$ cat src/rtl/mem_access_ctrl.sv
`default_nettype none
// ============================================================================
// Module   : mem_access_ctrl
// Purpose  : Sequences main-memory transactions for the control unit. It turns
//            level RD/WR requests into a four-phase strobe/ACK handshake with
//            memory, latches the read data, selects the bus-C source and
//            returns a one-cycle ACK (or error) to the control unit.
// Optional : MEM_ACCESS_CTRL_TIMEOUT_EN - when defined, a watchdog aborts a
//            request that receives no memory ACK within TIMEOUT_CYCLES cycles.
// Ports    :
//   mem_access_ctrl_CLOCK_50          clock, rising edge
//   mem_access_ctrl_RESET_InHigh      synchronous active-high reset
//   mem_access_ctrl_cc_rd_In/wr_In    request levels from the control unit
//   mem_access_ctrl_cc_addr_InBUS     address (BUS_A)
//   mem_access_ctrl_cc_wdata_InBUS    write data (BUS_B)
//   mem_access_ctrl_cc_ack_Out        one-cycle completion pulse
//   mem_access_ctrl_cc_error_Out      one-cycle error pulse (conflict/timeout)
//   mem_access_ctrl_cc_busy_Out       high whenever not idle
//   mem_access_ctrl_rdata_OutBUS      latched read data
//   mem_access_ctrl_busc_sel_Out      1 = memory data onto bus C, 0 = ALU
//   mem_access_ctrl_mem_rd_Out/wr_Out strobes to memory
//   mem_access_ctrl_mem_addr_OutBUS   registered address to memory
//   mem_access_ctrl_mem_wdata_OutBUS  registered write data to memory
//   mem_access_ctrl_mem_rdata_InBUS   read data from memory
//   mem_access_ctrl_mem_ack_In        memory acknowledge (level)
// Revision : 1.0 - initial release
// ============================================================================
module mem_access_ctrl #(
    parameter int DATAWIDTH_BUS     = 32,
    parameter int TIMEOUT_CYCLES    = 15,
    parameter int DATAWIDTH_TIMEOUT = 4
) (
    input  logic                     mem_access_ctrl_CLOCK_50,
    input  logic                     mem_access_ctrl_RESET_InHigh,
    input  logic                     mem_access_ctrl_cc_rd_In,
    input  logic                     mem_access_ctrl_cc_wr_In,
    input  logic [DATAWIDTH_BUS-1:0] mem_access_ctrl_cc_addr_InBUS,
    input  logic [DATAWIDTH_BUS-1:0] mem_access_ctrl_cc_wdata_InBUS,
    output logic                     mem_access_ctrl_cc_ack_Out,
    output logic                     mem_access_ctrl_cc_error_Out,
    output logic                     mem_access_ctrl_cc_busy_Out,
    output logic [DATAWIDTH_BUS-1:0] mem_access_ctrl_rdata_OutBUS,
    output logic                     mem_access_ctrl_busc_sel_Out,
    output logic                     mem_access_ctrl_mem_rd_Out,
    output logic                     mem_access_ctrl_mem_wr_Out,
    output logic [DATAWIDTH_BUS-1:0] mem_access_ctrl_mem_addr_OutBUS,
    output logic [DATAWIDTH_BUS-1:0] mem_access_ctrl_mem_wdata_OutBUS,
    input  logic [DATAWIDTH_BUS-1:0] mem_access_ctrl_mem_rdata_InBUS,
    input  logic                     mem_access_ctrl_mem_ack_In
);

    typedef enum logic [2:0] {
        ST_IDLE    = 3'd0,
        ST_REQ     = 3'd1,
        ST_DONE    = 3'd2,
        ST_RELEASE = 3'd3,
        ST_ERR     = 3'd4
    } state_t;

    state_t                 r_state;
    state_t                 w_state_next;
    logic                   r_op_rd;      // 1 = current op is a read
    logic [DATAWIDTH_BUS-1:0] r_addr;
    logic [DATAWIDTH_BUS-1:0] r_wdata;
    logic [DATAWIDTH_BUS-1:0] r_rdata;

    logic w_start;
    logic w_conflict;
    logic w_tmo_hit;

    assign w_start    = mem_access_ctrl_cc_rd_In ^ mem_access_ctrl_cc_wr_In;
    assign w_conflict = mem_access_ctrl_cc_rd_In & mem_access_ctrl_cc_wr_In;

    // The counter width must be able to hold the timeout value.
    generate
        if ((2 ** DATAWIDTH_TIMEOUT) <= TIMEOUT_CYCLES) begin : g_param_check
            $error("DATAWIDTH_TIMEOUT too small for TIMEOUT_CYCLES");
        end
    endgenerate

`ifdef MEM_ACCESS_CTRL_TIMEOUT_EN
    // Counts completed REQ cycles without ACK. Abort on the edge that
    // completes the TIMEOUT_CYCLES-th such cycle, i.e. when the count
    // already stands at TIMEOUT_CYCLES-1.
    localparam logic [DATAWIDTH_TIMEOUT-1:0] C_TMO_LAST =
        DATAWIDTH_TIMEOUT'(TIMEOUT_CYCLES - 1);

    logic [DATAWIDTH_TIMEOUT-1:0] r_tmo_cnt;

    always_ff @(posedge mem_access_ctrl_CLOCK_50) begin
        if (mem_access_ctrl_RESET_InHigh) begin
            r_tmo_cnt <= '0;
        end else if (r_state == ST_IDLE) begin
            r_tmo_cnt <= '0;
        end else if (r_state == ST_REQ && !mem_access_ctrl_mem_ack_In) begin
            r_tmo_cnt <= r_tmo_cnt + 1'b1;
        end
    end

    assign w_tmo_hit = (r_tmo_cnt == C_TMO_LAST);
`else
    assign w_tmo_hit = 1'b0;
`endif

    // State register and datapath registers
    always_ff @(posedge mem_access_ctrl_CLOCK_50) begin
        if (mem_access_ctrl_RESET_InHigh) begin
            r_state <= ST_IDLE;
            r_op_rd <= 1'b0;
            r_addr  <= '0;
            r_wdata <= '0;
            r_rdata <= '0;
        end else begin
            r_state <= w_state_next;
            // Requests are only captured while idle; anything that changes
            // on the request bus while busy is ignored.
            if (r_state == ST_IDLE && w_start) begin
                r_op_rd <= mem_access_ctrl_cc_rd_In;
                r_addr  <= mem_access_ctrl_cc_addr_InBUS;
                r_wdata <= mem_access_ctrl_cc_wdata_InBUS;
            end
            if (r_state == ST_REQ && mem_access_ctrl_mem_ack_In && r_op_rd) begin
                r_rdata <= mem_access_ctrl_mem_rdata_InBUS;
            end
        end
    end

    // Next-state and Moore output decode
    always_comb begin
        w_state_next                 = r_state;
        mem_access_ctrl_cc_ack_Out   = 1'b0;
        mem_access_ctrl_cc_error_Out = 1'b0;
        mem_access_ctrl_busc_sel_Out = 1'b0;
        mem_access_ctrl_mem_rd_Out   = 1'b0;
        mem_access_ctrl_mem_wr_Out   = 1'b0;
        mem_access_ctrl_cc_busy_Out  = (r_state != ST_IDLE);

        case (r_state)
            ST_IDLE: begin
                if (w_conflict) begin
                    w_state_next = ST_ERR;
                end else if (w_start) begin
                    w_state_next = ST_REQ;
                end
            end
            ST_REQ: begin
                mem_access_ctrl_mem_rd_Out = r_op_rd;
                mem_access_ctrl_mem_wr_Out = ~r_op_rd;
                if (mem_access_ctrl_mem_ack_In) begin
                    w_state_next = ST_DONE;
                end else if (w_tmo_hit) begin
                    w_state_next = ST_ERR;
                end
            end
            ST_DONE: begin
                mem_access_ctrl_cc_ack_Out   = 1'b1;
                mem_access_ctrl_busc_sel_Out = r_op_rd;
                w_state_next                 = ST_RELEASE;
            end
            ST_ERR: begin
                mem_access_ctrl_cc_error_Out = 1'b1;
                w_state_next                 = ST_RELEASE;
            end
            ST_RELEASE: begin
                // Wait for both sides to drop so a held level cannot retrigger.
                if (!mem_access_ctrl_mem_ack_In && !mem_access_ctrl_cc_rd_In &&
                    !mem_access_ctrl_cc_wr_In) begin
                    w_state_next = ST_IDLE;
                end
            end
            default: begin
                w_state_next = ST_IDLE;
            end
        endcase
    end

    assign mem_access_ctrl_rdata_OutBUS     = r_rdata;
    assign mem_access_ctrl_mem_addr_OutBUS  = r_addr;
    assign mem_access_ctrl_mem_wdata_OutBUS = r_wdata;

endmodule
`default_nettype wire

$ cat config.mk
export PLATFORM = sky130hd
export DESIGN_NAME = mem_access_ctrl
export DESIGN_NICKNAME = d
export VERILOG_FILES = /design/src/rtl/mem_access_ctrl.sv
export SDC_FILE = /design/constraint.sdc
export NUM_CORES = 1
export LEC_CHECK = 0
export CORE_ASPECT_RATIO = 1.5
export CORE_MARGIN = 8
export CORE_UTILIZATION = 42
export DETAILED_ROUTE_END_ITERATION = 10
export PLACE_DENSITY_LB_ADDON = 0.05
export SYNTH_ARGS = -nofsm -noshare
export SYNTH_HDL_FRONTEND = slang
export SYNTH_SLANG_ARGS = --single-unit
$ cat constraint.sdc
create_clock -name mem_access_ctrl_CLOCK_50 -period 4 [get_ports mem_access_ctrl_CLOCK_50]
set_input_delay 0.8 -clock mem_access_ctrl_CLOCK_50 [delete_from_list [all_inputs] [get_ports mem_access_ctrl_CLOCK_50]]
set_output_delay 0.8 -clock mem_access_ctrl_CLOCK_50 [all_outputs]
set_load 0.05 [all_outputs]
-- Yosys cells after proc, flatten, opt, wreduce, memory -nomap -nowiden
Cells that the tools add are included.
- register bits: 100
- latch bits: 0
- memory bits (writable): 0
- memory bits (read-only): 0
- output and inout port bits: 102
- word-level logic and storage cells: 37
- memories: 0
- $add $sub $neg: 0
- multiply operators: 0
- divide/modulo/power cells: 0
- magnitude comparators: 0
- eq/ne operators: 7
- shifts and indexed selects: 0
- multiplexer cells: 10
- bitwise operators: 3
- reduce and logical (&&, ||, !) cells: 12
- operator list (operator ; count):
    $mux W3 ; 4
    $pmux W3 S4 ; 1
    $eq A3 B2 Y1 const B ; 2
    $logic_and A1 B1 Y1 ; 5
    $mux W1 ; 5
    $ne A2 B2 Y1 const B ; 2
    $eq A3 B1 Y1 const B ; 1
    $eq A3 B3 Y1 const B ; 1
    $logic_not A1 Y1 ; 3
    $logic_not A3 Y1 ; 1
    $ne A3 B3 Y1 const B ; 1
    $reduce_and A3 Y1 ; 1
    $reduce_bool A3 Y1 ; 1
    $reduce_or A2 Y1 ; 1
    $and A1 B1 Y1 ; 1
    $not A1 Y1 ; 1
    $xor A1 B1 Y1 ; 1

-- Longest topological paths before layout
- depth after elaboration: 5
- depth in mapped cells: 7

-- Least setup slack after synthesis
No wires, ideal clock.
- path kind: register to output
- start point: register r_state[1]
- end point: output mem_access_ctrl_busc_sel_Out
- arrival: 2282 ps
- data required time: 3200 ps
- path slack: 918 ps
- cell stages (with the launch flop): 4
- buffers on the path: 1
- path through: dfxtp_1 > buf_2 > nor3b_1 > and2_1
- longest elaborated chain between the ends: 2
- ends and longest elaborated chain (what ; line ; text):
    from (decl) ; 60 ; state_t r_state;
    from (signal assigned) ; 114 ; r_state <= w_state_next;
    $eq A3 B2 Y1 ; 138 ; case (r_state)
    $mux W1 ; 138 ;
    to (decl) ; 43 ; output logic mem_access_ctrl_busc_sel_Out,
No other way between the ends.

-- Worst setup path in the final report
Ends and elaborated chain as after synthesis.

==> results.md <==
- The pin count of the biggest net entering global routing is 66.
- The Yosys step of the flow raised 0 warnings.
- The number of max-cap violations is 0.
- Of the cells placed in the final design, the portion with a size suffix greater than 1 is 9.13%.
- In this run, the combinational gates consume 25.2% of the power.
- The final critical path takes up 75.6% of the cycle.
- The average wire per cell in the routed design is 15.5 microns.
- The final net count is 734.
- The number of standard-cell rows in the floorplan is 43.
- TritonCTS built the clock tree.
- On the final layout, the worst hold slack is 0.453 ns.
- Clock-pin slew was measured on the worst setup and hold paths at 0.06 ns.
- The initial utilization of the core area, before any placement, comes to 42.6%.
- The launch point of the worst reg-to-reg path is r_state[0]$_SDFFE_PP0P_.
- The x dimension of the die is 94.4 microns.
- In this run the tightest slew margin relative to its limit is 32.9%.
- The first-pass iteration count of the detailed router is 4.
- The master of the slowest instance on the critical path is sky130_fd_sc_hd__clkdlybuf4s50_1.
- For this run, the slowest stage of the critical path takes 0.81 ns.
- The die span in y is 134 microns.
- Clock tree synthesis found a total of 100 sinks.
- In this run the worst setup path begins at r_state[1]$_SDFFE_PP0P_.
- The average via count per standard cell is 4.90.
- For this run, the total global-route usage over all layers was measured as 17.6%.
- Once detailed placement completed, the half-perimeter wirelength came to 8320 microns.
- After synthesis, the cell types taking the most area are sky130_fd_sc_hd__dfxtp_1 52%, sky130_fd_sc_hd__nand2_1 13%, sky130_fd_sc_hd__a21oi_1 13%.
- Per report_power, the sequential group accounts for 42.2% of the total.
- The total congestion overflow is 0.
- The longest clock path from root to sink contains 2 buffers.
- The data required time of the worst path is 3.20 ns.
- After the first detailed-routing iteration, the DRC count stood at 195.
- For this block, the via count after detailed routing is 3658.
- The count of nets left with antenna violations once routing finished came out at 0.
- During I/O placement, the number of pins put on the boundary was 203.
- The post-CTS setup buffer count is 0.
- The slew of the pin with the lowest slew margin is 1.01 ns.
- The post-route cell area is 0.00614 sq mm.
- The layout-stage area growth over the synthesis result is 58.6%.
- The count of cell types in the netlist is 26.
- For this design the ratio of total power to cell area is 424 mW/mm^2.
- The number of diodes added for antenna fixing is 0.
- Clock latency on the worst-skew pair, taken at its later pin, is 0.33 ns.
- After floorplanning, the core was sized to cover 0.00909 sq mm.
- Static timing analysis puts the maximum clock frequency at 0.331 GHz.
- The number of nets in the synthesized netlist is 558.
- The run finished with clean final reports.
- The worst hold path belongs to the class flip-flop to flip-flop.
- Net switching is 30.6% of the power.
- Across the VDD grid, the largest voltage drop is 0.292 mV.
- The congestion estimate from routability-driven global placement came to 0.731.
- The first global-routing pass estimated 17800 microns of wire.
- The number of clock buffers added by TritonCTS is 9.
- After detailed placement, the total cell area comes to 0.00585 sq mm.
- The total of fill cells in the finished design is 766.
- Measured on the finished design, the core utilization comes to 67.6%.
- The number of hold violations in the final report is 0.
- The synthesis-stage register bit count is 100.
- The startpoint kind of the worst setup timing path is a flip-flop.
- The H-tree generated during clock tree synthesis spans 3 levels.
- The total DRC errors in the routed layout is 0.
- The arrival time of the worst setup path is 2.23 ns.
- STA classifies the critical path endpoint as an output port.
- Gates resized during post-CTS repair numbered 0.
- The overall die area is 0.0126 sq mm.
- Setup violations remaining at the end of the flow were counted as 0.
- The proportion of synthesized chip area in sequential cells is 51.7%.
- The number of global-route vias before repair is 3479.
- The library cell occupying the most area in the post-synthesis netlist is sky130_fd_sc_hd__dfxtp_1.
- In this run the most critical hold path is launched from mem_access_ctrl_mem_wdata_OutBUS[31]$_SDFFE_PP0P_.
- In the final timing run, aggregate negative setup slack is 0 ns.
- The internal power contribution is 1.81 mW.
- The routed design could run at a clock period as short as 3.03 ns.
- The cell sitting at the root of the clock tree is a sky130_fd_sc_hd__clkbuf_16.
- The highest net fanout along the worst path is 11.
- The overall power of the completed layout is 2.60 mW.
- The number of cells produced by synthesis is 455.
- The number of hold buffers added after CTS was 0.
- The clock share of power is 32.6%.
- The initial antenna violation count is 0.
- On the final layout, the worst clock skew is 0.00715 ns.
- The total count of max-transition violations in the final report is 0.
- After synthesis, the largest area contributor takes up 51.7% of total cell area.
- Setup repair after global routing left no endpoint under its margin.
- The signal on the critical path passes through nor3b_1 > and2_1 > clkdlybuf4s50_1.
- The cell area after technology mapping is 0.00387 sq mm.
- The critical setup path kind is flip-flop to output port.
- The average instance in the mapped netlist occupies 8.51 sq um.
- The leakage dissipation is 2.20 nW.
- In this run the power spent charging and discharging nets is 795 uW.
- The count of buffers added on input and output ports is 202.
- The routed wire length is 11600 microns.
## cell usage after synthesis
cell type and count:
sky130_fd_sc_hd__a2111oi_0 1, sky130_fd_sc_hd__a21bo_2 32, sky130_fd_sc_hd__a21oi_1 97, sky130_fd_sc_hd__a221oi_1 1, sky130_fd_sc_hd__and2_1 1, sky130_fd_sc_hd__buf_2 13, sky130_fd_sc_hd__buf_4 3, sky130_fd_sc_hd__buf_6 6
sky130_fd_sc_hd__clkbuf_1 20, sky130_fd_sc_hd__dfxtp_1 100, sky130_fd_sc_hd__ha_1 2, sky130_fd_sc_hd__inv_1 2, sky130_fd_sc_hd__mux2_2 1, sky130_fd_sc_hd__nand2_1 130, sky130_fd_sc_hd__nand3_1 32, sky130_fd_sc_hd__nor2_1 1
sky130_fd_sc_hd__nor3_1 2, sky130_fd_sc_hd__nor3b_1 2, sky130_fd_sc_hd__nor4_1 1, sky130_fd_sc_hd__nor4b_1 2, sky130_fd_sc_hd__nor4b_2 1, sky130_fd_sc_hd__nor4bb_2 1, sky130_fd_sc_hd__o21a_1 1, sky130_fd_sc_hd__or3_1 1
sky130_fd_sc_hd__or3b_2 1, sky130_fd_sc_hd__or4b_4 1
## layout make-up
type	instances	area, sq um	area share (%)
Clock buffer	11	243	3.95
Clock inverter	4	50.0	0.815
Inverter	2	7.51	0.122
Multi-Input combinational cell	311	1650	26.9
Sequential cell	100	2000	32.6
Tap cell	112	140	2.28
Timing Repair Buffer	207	2050	33.4
## per-layer routing
metal,part of all wire (%),vias up,track usage (%)
met4,1.2,0,5.58
met3,9.3,10,7.55
met5,0,-,0
li1,-,1870,-
met1,38,1663,19.5
met2,51,115,29.4
## stage by stage
step                instances  setup slack (ns)
floorplan                 455             0.918
global placement          732              1.12
detailed placement        732              1.07
CTS                       747             0.926
global route              747             0.852
finish                    747             0.974
## logic make-up after synthesis
kind of cell | synth area share [%]
simple gates | 19.8
compound gates | 21.4
flops | 51.7
buf+inv | 6.14
fa+ha+maj | 0.646
mux | 0.291
## power groups by stage
stage	Sequential (mW)	Clock [mW]	Combinational, mW
final	1.10	0.848	0.656
after global routing	1.11	0.914	0.697
after global placement	1.12	0	0.656
after detailed placement	1.12	0	0.662
after CTS	1.10	0.878	0.664
after floorplan	1.32	0	0.212
## sequential cells by signal, indices dropped and copies added, names as in the netlist
name and count:
mem_access_ctrl_mem_addr_OutBUS 32, mem_access_ctrl_mem_wdata_OutBUS 32, r_state 3, mem_access_ctrl_rdata_OutBUS 32, r_op_rd 1
## path summary, 6_finish.rpt
| kind | end | slack [ns] | cells past startpoint |
|---|---|---|---|
| max | mem_access_ctrl_busc_sel_Out | 0.97 | 3 |
| min | mem_access_ctrl_mem_wdata_OutBUS[31]$_SDFFE_PP0P_ | 0.45 | 2 |
| max reg2reg | mem_access_ctrl_rdata_OutBUS[9]$_SDFFE_PP0P_ | 1.98 | 4 |
| min reg2reg | mem_access_ctrl_mem_wdata_OutBUS[31]$_SDFFE_PP0P_ | 0.45 | 2 |
## cells in the final DEF (no fill, tap or decap)
cell type and n:
sky130_fd_sc_hd__nand3_1 32, sky130_fd_sc_hd__nor4b_4 1, sky130_fd_sc_hd__or3b_2 1, sky130_fd_sc_hd__o21a_1 1
sky130_fd_sc_hd__a21bo_2 32, sky130_fd_sc_hd__ha_1 2, sky130_fd_sc_hd__a2111oi_0 1, sky130_fd_sc_hd__a221oi_1 1
sky130_fd_sc_hd__mux2_2 1, sky130_fd_sc_hd__clkinv_2 1, sky130_fd_sc_hd__buf_2 2, sky130_fd_sc_hd__bufinv_16 1
sky130_fd_sc_hd__a21oi_1 97, sky130_fd_sc_hd__inv_1 2, sky130_fd_sc_hd__nor3b_1 2, sky130_fd_sc_hd__clkbuf_16 9
sky130_fd_sc_hd__nand2_1 130, sky130_fd_sc_hd__clkbuf_8 1, sky130_fd_sc_hd__nor4b_1 2, sky130_fd_sc_hd__buf_4 5
sky130_fd_sc_hd__and2_1 1, sky130_fd_sc_hd__nor4_1 1, sky130_fd_sc_hd__or3_1 1, sky130_fd_sc_hd__clkdlybuf4s50_1 200
sky130_fd_sc_hd__clkbuf_1 1, sky130_fd_sc_hd__or4b_4 1, sky130_fd_sc_hd__nor2_1 1, sky130_fd_sc_hd__dfxtp_1 100
sky130_fd_sc_hd__clkinvlp_4 2, sky130_fd_sc_hd__nor3_1 2, sky130_fd_sc_hd__nor4bb_4 1
## critical path: cells and delay by family, from the launching register on
family	cells	cell delay, ns
buf+inv	1	0.81
flops	1	0.61
simple gates	2	0.47
Power figures use the tool's default switching activity.
